<file path="config.mk">
export PLATFORM = sky130hd
export DESIGN_NAME = seg_scan_rx_flat
export DESIGN_NICKNAME = d
export VERILOG_FILES = /design/src/rtl/seg_scan_rx_if.sv /design/src/rtl/seg_scan_rx.sv /design/src/flat_wrapper.sv
export SDC_FILE = /design/constraint.sdc
export NUM_CORES = 1
export LEC_CHECK = 0
export CAP_MARGIN = 10
export CORE_MARGIN = 2
export CORE_UTILIZATION = 62
export DETAILED_ROUTE_END_ITERATION = 6
export GPL_TIMING_DRIVEN = 0
export PLACE_DENSITY = 0.85
export RECOVER_POWER = 25
export SETUP_SLACK_MARGIN = 0.05
export SLEW_MARGIN = 20
export SYNTH_ARGS = -nofsm -noshare
export SYNTH_HDL_FRONTEND = slang
export SYNTH_SLANG_ARGS = --single-unit
</file>
<file path="constraint.sdc">
create_clock -name clk -period 6 [get_ports clk]
set_clock_uncertainty 0.1 [all_clocks]
set_input_delay 0.9 -clock clk [delete_from_list [all_inputs] [get_ports clk]]
set_output_delay 0.9 -clock clk [all_outputs]
set_load 0.05 [all_outputs]
</file>
<file path="src/rtl/seg_scan_rx_if.sv">
// Bundle for the observed 7-seg bus and the recovered frame.
// The master drives the display lines; the slave (receiver) reports frames.
interface seg_scan_rx_if #(
    parameter int NDIG = 4
);
    logic [7:0]        seg_in;
    logic [NDIG-1:0]   dig_an;
    logic              frame_val;
    logic [4*NDIG-1:0] frame_nib;
    logic              frame_neg;
    logic [NDIG-1:0]   frame_blank;
    logic [NDIG-1:0]   frame_dp;
    logic              frame_err;

    modport master (
        output seg_in, dig_an,
        input  frame_val, frame_nib, frame_neg, frame_blank, frame_dp, frame_err
    );

    modport slave (
        input  seg_in, dig_an,
        output frame_val, frame_nib, frame_neg, frame_blank, frame_dp, frame_err
    );
endinterface

</file>
<file path="src/rtl/seg_scan_rx.sv">
// Receiver for a multiplexed active-low 7-seg bus: waits for each digit to
// stay stable, decodes it into a shadow slot and emits whole frames.
module seg_scan_rx #(
    parameter int NDIG       = 4,
    parameter int STABLE_CYC = 4
) (
    input  logic          clk,
    input  logic          rst_n,
    seg_scan_rx_if.slave  bus
);
    localparam int        IDXW       = (NDIG > 1) ? $clog2(NDIG) : 1;
    localparam logic [7:0] STABLE_LIM = 8'(STABLE_CYC);

    typedef enum logic [1:0] {IDLE, SETTLE, HOLD} state_t;

    logic [7:0]      r_segMeta, r_segSync;
    logic [NDIG-1:0] r_anMeta, r_anSync;

    state_t          r_state, w_stateNext;
    logic [7:0]      r_cnt, w_cntNext;
    logic [7:0]      r_refSeg;
    logic [NDIG-1:0] r_refAn;

    logic            w_anValid, w_match, w_restart;
    logic            w_load, w_capture;
    logic [7:0]      w_capSeg;
    logic [NDIG-1:0] w_capAn, w_capMask;
    logic [IDXW-1:0] w_capIdx;

    logic [3:0]      w_decNib;
    logic            w_decNeg, w_decBlank, w_decErr, w_decDp;
    logic [6:0]      w_lit;

    logic [NDIG-1:0][3:0] r_shNib;
    logic [NDIG-1:0] r_shNeg, r_shBlank, r_shErr, r_shDp;
    logic [NDIG-1:0] r_captured;
    logic            w_allCap;

    logic              r_frameVal;
    logic [4*NDIG-1:0] r_frameNib;
    logic              r_frameNeg;
    logic [NDIG-1:0]   r_frameBlank;
    logic [NDIG-1:0]   r_frameDp;
    logic              r_frameErr;

    always_ff @(posedge clk or negedge rst_n) begin
        if (!rst_n) begin
            r_segMeta <= '0;
            r_segSync <= '0;
            r_anMeta  <= '0;
            r_anSync  <= '0;
        end else begin
            r_segMeta <= bus.seg_in;
            r_segSync <= r_segMeta;
            r_anMeta  <= bus.dig_an;
            r_anSync  <= r_anMeta;
        end
    end

    assign w_anValid = $onehot(~r_anSync);
    assign w_match   = (r_anSync == r_refAn) && (r_segSync == r_refSeg);
    // HOLD falls back to IDLE handling on any change, within the same cycle
    assign w_restart = (r_state == IDLE) || ((r_state == HOLD) && !w_match);

    always_ff @(posedge clk or negedge rst_n) begin
        if (!rst_n) begin
            r_state  <= IDLE;
            r_cnt    <= '0;
            r_refSeg <= '0;
            r_refAn  <= '0;
        end else begin
            r_state <= w_stateNext;
            r_cnt   <= w_cntNext;
            if (w_load) begin
                r_refSeg <= r_segSync;
                r_refAn  <= r_anSync;
            end
        end
    end

    always_comb begin
        w_stateNext = r_state;
        w_cntNext   = r_cnt;
        w_load      = 1'b0;
        w_capture   = 1'b0;
        if (w_restart) begin
            if (w_anValid) begin
                w_load      = 1'b1;
                w_cntNext   = 8'd1;
                if (STABLE_LIM == 8'd1) begin
                    w_capture   = 1'b1;
                    w_stateNext = HOLD;
                end else begin
                    w_stateNext = SETTLE;
                end
            end else begin
                w_cntNext   = '0;
                w_stateNext = IDLE;
            end
        end else if (r_state == SETTLE) begin
            if (!w_anValid) begin
                w_cntNext   = '0;
                w_stateNext = IDLE;
            end else if (!w_match) begin
                w_load    = 1'b1;
                w_cntNext = 8'd1;
                if (STABLE_LIM == 8'd1) begin
                    w_capture   = 1'b1;
                    w_stateNext = HOLD;
                end
            end else begin
                w_cntNext = r_cnt + 8'd1;
                if (w_cntNext == STABLE_LIM) begin
                    w_capture   = 1'b1;
                    w_stateNext = HOLD;
                end
            end
        end
    end

    // When the reference is being latched this cycle, capture from the live sample
    assign w_capSeg  = w_load ? r_segSync : r_refSeg;
    assign w_capAn   = w_load ? r_anSync  : r_refAn;
    assign w_capMask = ~w_capAn;
    assign w_lit     = ~w_capSeg[7:1];
    assign w_decDp   = ~w_capSeg[0];

    always_comb begin
        w_capIdx = '0;
        for (int i = 0; i < NDIG; i++) begin
            if (!w_capAn[i]) begin
                w_capIdx = IDXW'(i);
            end
        end
    end

    always_comb begin
        w_decNib   = 4'h0;
        w_decNeg   = 1'b0;
        w_decBlank = 1'b0;
        w_decErr   = 1'b0;
        case (w_lit)
            7'b1111110: w_decNib = 4'h0;
            7'b0110000: w_decNib = 4'h1;
            7'b1101101: w_decNib = 4'h2;
            7'b1111001: w_decNib = 4'h3;
            7'b0110011: w_decNib = 4'h4;
            7'b1011011: w_decNib = 4'h5;
            7'b1011111: w_decNib = 4'h6;
            7'b1110000: w_decNib = 4'h7;
            7'b1111111: w_decNib = 4'h8;
            7'b1111011: w_decNib = 4'h9;
            7'b1110111: w_decNib = 4'hA;
            7'b0011111: w_decNib = 4'hB;
            7'b1001110: w_decNib = 4'hC;
            7'b0111101: w_decNib = 4'hD;
            7'b1001111: w_decNib = 4'hE;
            7'b1000111: w_decNib = 4'hF;
            7'b0000001: w_decNeg   = 1'b1;
            7'b0000000: w_decBlank = 1'b1;
            default:    w_decErr   = 1'b1;
        endcase
    end

    assign w_allCap = &r_captured;

    // A capture on the completion edge lands in the freshly cleared mask
    always_ff @(posedge clk or negedge rst_n) begin
        if (!rst_n) begin
            r_shNib      <= '0;
            r_shNeg      <= '0;
            r_shBlank    <= '0;
            r_shErr      <= '0;
            r_shDp       <= '0;
            r_captured   <= '0;
            r_frameVal   <= 1'b0;
            r_frameNib   <= '0;
            r_frameNeg   <= 1'b0;
            r_frameBlank <= '0;
            r_frameDp    <= '0;
            r_frameErr   <= 1'b0;
        end else begin
            r_frameVal <= 1'b0;
            if (w_allCap) begin
                r_frameVal   <= 1'b1;
                r_frameNib   <= r_shNib;
                r_frameNeg   <= |r_shNeg;
                r_frameBlank <= r_shBlank;
                r_frameDp    <= r_shDp;
                r_frameErr   <= |r_shErr;
            end
            if (w_capture) begin
                r_shNib[w_capIdx]   <= w_decNib;
                r_shNeg[w_capIdx]   <= w_decNeg;
                r_shBlank[w_capIdx] <= w_decBlank;
                r_shErr[w_capIdx]   <= w_decErr;
                r_shDp[w_capIdx]    <= w_decDp;
            end
            r_captured <= (w_allCap ? '0 : r_captured) | (w_capture ? w_capMask : '0);
        end
    end

    assign bus.frame_val   = r_frameVal;
    assign bus.frame_nib   = r_frameNib;
    assign bus.frame_neg   = r_frameNeg;
    assign bus.frame_blank = r_frameBlank;
    assign bus.frame_dp    = r_frameDp;
    assign bus.frame_err   = r_frameErr;
endmodule

</file>
<file path="src/flat_wrapper.sv">
// flat-port wrapper written by rule: the top's interface ports become plain ports
module seg_scan_rx_flat 
#(
    parameter int NDIG       = 4,
    parameter int STABLE_CYC = 4
)
  (clk, rst_n, bus_seg_in, bus_dig_an, bus_frame_val, bus_frame_nib, bus_frame_neg, bus_frame_blank, bus_frame_dp, bus_frame_err);
  seg_scan_rx_if #(.NDIG(NDIG)) bus_i ();
  input  logic clk;
  input  logic rst_n;
  input wire logic [$bits(bus_i.seg_in)-1:0] bus_seg_in;
  input wire logic [$bits(bus_i.dig_an)-1:0] bus_dig_an;
  output wire logic [$bits(bus_i.frame_val)-1:0] bus_frame_val;
  output wire logic [$bits(bus_i.frame_nib)-1:0] bus_frame_nib;
  output wire logic [$bits(bus_i.frame_neg)-1:0] bus_frame_neg;
  output wire logic [$bits(bus_i.frame_blank)-1:0] bus_frame_blank;
  output wire logic [$bits(bus_i.frame_dp)-1:0] bus_frame_dp;
  output wire logic [$bits(bus_i.frame_err)-1:0] bus_frame_err;
  assign bus_i.seg_in = bus_seg_in;
  assign bus_i.dig_an = bus_dig_an;
  assign bus_frame_val = bus_i.frame_val;
  assign bus_frame_nib = bus_i.frame_nib;
  assign bus_frame_neg = bus_i.frame_neg;
  assign bus_frame_blank = bus_i.frame_blank;
  assign bus_frame_dp = bus_i.frame_dp;
  assign bus_frame_err = bus_i.frame_err;
  seg_scan_rx #(.NDIG(NDIG), .STABLE_CYC(STABLE_CYC)) u_core (.clk(clk), .rst_n(rst_n), .bus(bus_i));
endmodule
</file>
==> flow_summary.ini <==
[finish]
syn_to_final_growth_pct = 15.43
fin_nets = 530
fin_cells = 617
num_antenna_cells = 0
drive_above_1_share_pct = 13.79

[critical_path]
worst_setup_path_start_kind = flip-flop
critPathMaxStageDelay_ns = 0.47
cp_max_fo = 10
end_kind = flip-flop
critPathArrivalTime_ns = 4.70
worst_path_max_delay_cell = or3b_2
crit_type = flip-flop to flip-flop
crit_required_ns = 6.23
cp_cell_sequence = inv_1 -> ha_1 -> ha_1 -> fa_1 -> or3b_2 -> clkbuf_1 -> a21oi_1 -> buf_2 -> o32a_1 -> o211ai_1 -> o21bai_2 -> inv_2 -> a211oi_1 -> o211ai_1 -> nand3_2 -> nor3_1 -> mux2_2
critPathTopFamily = compound AO/OA/AOI/OAI gates
cp.buffers_inverters = 4

[power_and_ir_drop]
p_leak_nw = 2.704
p_comb_share_pct = 29.2
intPower_mw = 1.137
netSwitchingFraction_pct = 37.21
power_density_nw_per_um2 = 316.7
p_total_mw = 1.811
sequentialPowerShare_pct = 45.9
switching_power_mw = 0.6740
p_clk_share_pct = 24.9
ir_drop_uv = 254.7

[yosys]
syn_nets = 478
synth_edf_count = 0
yosysTopAreaCellShare_pct = 55.05
syn_avg_cell_area_um2 = 10.82
ys_warn_count = 0
synth_cells = 458
synth_seq_area_share_pct = 55.05
synth_cell_types = 65
synth_seq_cells = 109
netlist_top_cells_count = dfrtp_1, nand2_1, mux2_2
synth_area_leader_cell = dfrtp_1
async_flop_share_pct = 100.0
synth-main-ff-cell = dfrtp_1
synth_area_um2 = 4955
synth.most_common_cell = dfrtp_1
synth.area.top_cells = dfrtp_1, nand2_1, mux2_2, xor2_1, o21ai_0

[floorplan]
die_area_um2 = 8723
die_y_um = 93.40
fp.dieW_um = 93.40
boundaryPins = 41
start_util_pct = 64.12
core_area_um2 = 7727
num_rows = 32

[sta]
setup_viol = 0
fmax_ghz = 0.2237
worst_slew_pin_slew_ns = 1.985
finalCriticalPeriod_ns = 4.471
tns_ns = 0
drv_slew = 38
min_period_over_period_pct = 74.51
finalHoldViolations = 0
rsz0062_at_grt = no
max-slew-margin-rel_pct = -32.34
holdWs_ns = 0.2609

[global_route]
antenna_found_initial = 0
grt_pass1_vias = 3560
grt_max_degree = 73
grt_first_pass_wirelength_um = 17100
grt_overflow_total = 0
grt_usage_pct = 25.23

[place]
gp_congestion = 0.8622
dpl.hpwl_um = 7168
port_buffers = 40
dp_cells = 601

[cts]
clock-root-buffer = clkbuf_8
clkLatencyLatePin_ns = 0.37
clock_sinks = 109
htree_levels = 3
clk_path_buf_depth = 2
cts.repair.resized = 0
post_cts.repair.setup_buffers = 0
cts.clk_slew.worst_paths_ns = 0.12
ctsHoldBuffers = 0
cts_tree = yes
numCtsBuffers = 9

[run]
cap_violations = 1

[detailed_routing]
dr.first_iter.drc_count = 246
viasPerCell = 5.948
wl_per_cell_um = 16.27
wl_um = 10040
vias = 3670
dr.pass1.iters = 5
drc = 0
drtAntennaViolNets = 0

[hold_path]
min_path_type = flip-flop to flip-flop

[run_status]
status = complete, but fails checks
violations = capacitance limit, slew limit
==> kinds of logic (layout without fill, tap and decap cells) <==
family                   count (synthesis)  after routing  synth area share [%]
AO/OA/AOI/OAI                           84             84                 12.37
XOR/XNOR                                17             17                 3.005
adder cells (fa/ha/maj)                  6              6                 1.667
buffers and inverters                   36             93                 3.257
flip-flops                             109            109                 55.05
multiplexers                            33             33                 7.677
AND/OR/NAND/NOR                        173            173                 16.97
==> metal layers <==
| layer | GRT usage, % | vias up | wire (um) |
|---|---|---|---|
| met5 | 0 | - | 0 |
| met4 | 7.108 | 0 | 208 |
| met3 | 6.124 | 24 | 512 |
| met2 | 40.77 | 122 | 4945 |
| met1 | 34.41 | 1806 | 4370 |
| li1 | - | 1718 | - |
==> sequential cells by signal, indices dropped and copies added (netlist names) <==
register and flops:
u_core.r_shNib 16, u_core.r_segSync 8, u_core.r_anSync 4, u_core.bus.frame_dp 4, u_core.r_state 2, u_core.r_shErr 4
u_core.r_captured 4, u_core.bus.frame_neg 1, u_core.r_refAn 4, u_core.bus.frame_blank 4, u_core.r_shBlank 4, u_core.r_shNeg 4
u_core.r_shDp 4, u_core.r_anMeta 4, u_core.r_refSeg 8, u_core.bus.frame_val 1, u_core.r_cnt 8, u_core.bus.frame_nib 16
u_core.bus.frame_err 1, u_core.r_segMeta 8
==> placed cells by master (no fill, tap or decap), types with 5 or more instances in the layout <==
cell type / n
dfrtp_1: 109
nand2_1: 100
mux2_2: 27
clkdlybuf4s50_1: 27
o21ai_0: 24
nor2_1: 16
clkbuf_1: 15
xor2_1: 14
dlygate4sd3_1: 12
inv_1: 11
nor3_1: 9
nand3_1: 9
clkbuf_8: 9
nor4_1: 8
a21oi_1: 7
and3_1: 7
inv_2: 5
a31oi_1: 5
ha_1: 5
==> power by group through the flow <==
| stage | registers (mW) | logic [mW] | clock network, mW |
|---|---|---|---|
| floorplan | 0.835 | 0.394 | 0 |
| global placement | 0.844 | 0.499 | 0 |
| detailed placement | 0.846 | 0.515 | 0 |
| CTS | 0.832 | 0.520 | 0.460 |
| global route | 0.838 | 0.577 | 0.494 |
| finish | 0.832 | 0.528 | 0.451 |
==> through the flow <==
step	utilization [%]	area (um^2)	setup slack, ns
2_1_floorplan	-	4955	2.004
3_3_place_gp	70.95	5483	0.07310
3_5_place_dp	71.32	5512	1.613
4_1_cts	74.11	5727	1.577
5_1_grt	74.01	5719	1.282
6_report	74.01	5719	1.529
==> cell type report <==
class                   count  area, um^2
plain buffers              20       101.3
clock buffers               9       123.9
clock inverters             7       91.34
fillers                   522        2008
inverters                  16       60.06
multi-input cells         313        2066
flip-flops and latches    109        2728
well taps                 102       127.6
repair buffers             41       421.7
==> path summary, 6_finish.rpt <==
path                            slack (ns)                          start  cells after the start                       endpoint
worst max-delay path                  1.53   u_core.r_anSync[0]$_DFF_PN0_                     17  u_core.r_shErr[1]$_DFFE_PN0P_
worst min-delay path                  0.26  u_core.r_segMeta[1]$_DFF_PN0_                      0  u_core.r_segSync[1]$_DFF_PN0_
worst max register to register        1.53   u_core.r_anSync[0]$_DFF_PN0_                     17  u_core.r_shErr[1]$_DFFE_PN0P_
worst min register to register        0.26  u_core.r_segMeta[1]$_DFF_PN0_                      0  u_core.r_segSync[1]$_DFF_PN0_
max in group asynchronous             3.69                          rst_n                      1  u_core.r_state[0]$_DFFE_PN0P_
min in group asynchronous             0.97                          rst_n                      1   u_core.r_refSeg[1]$_DFF_PN0_
Note: power is estimated with default switching activity, not from simulation.
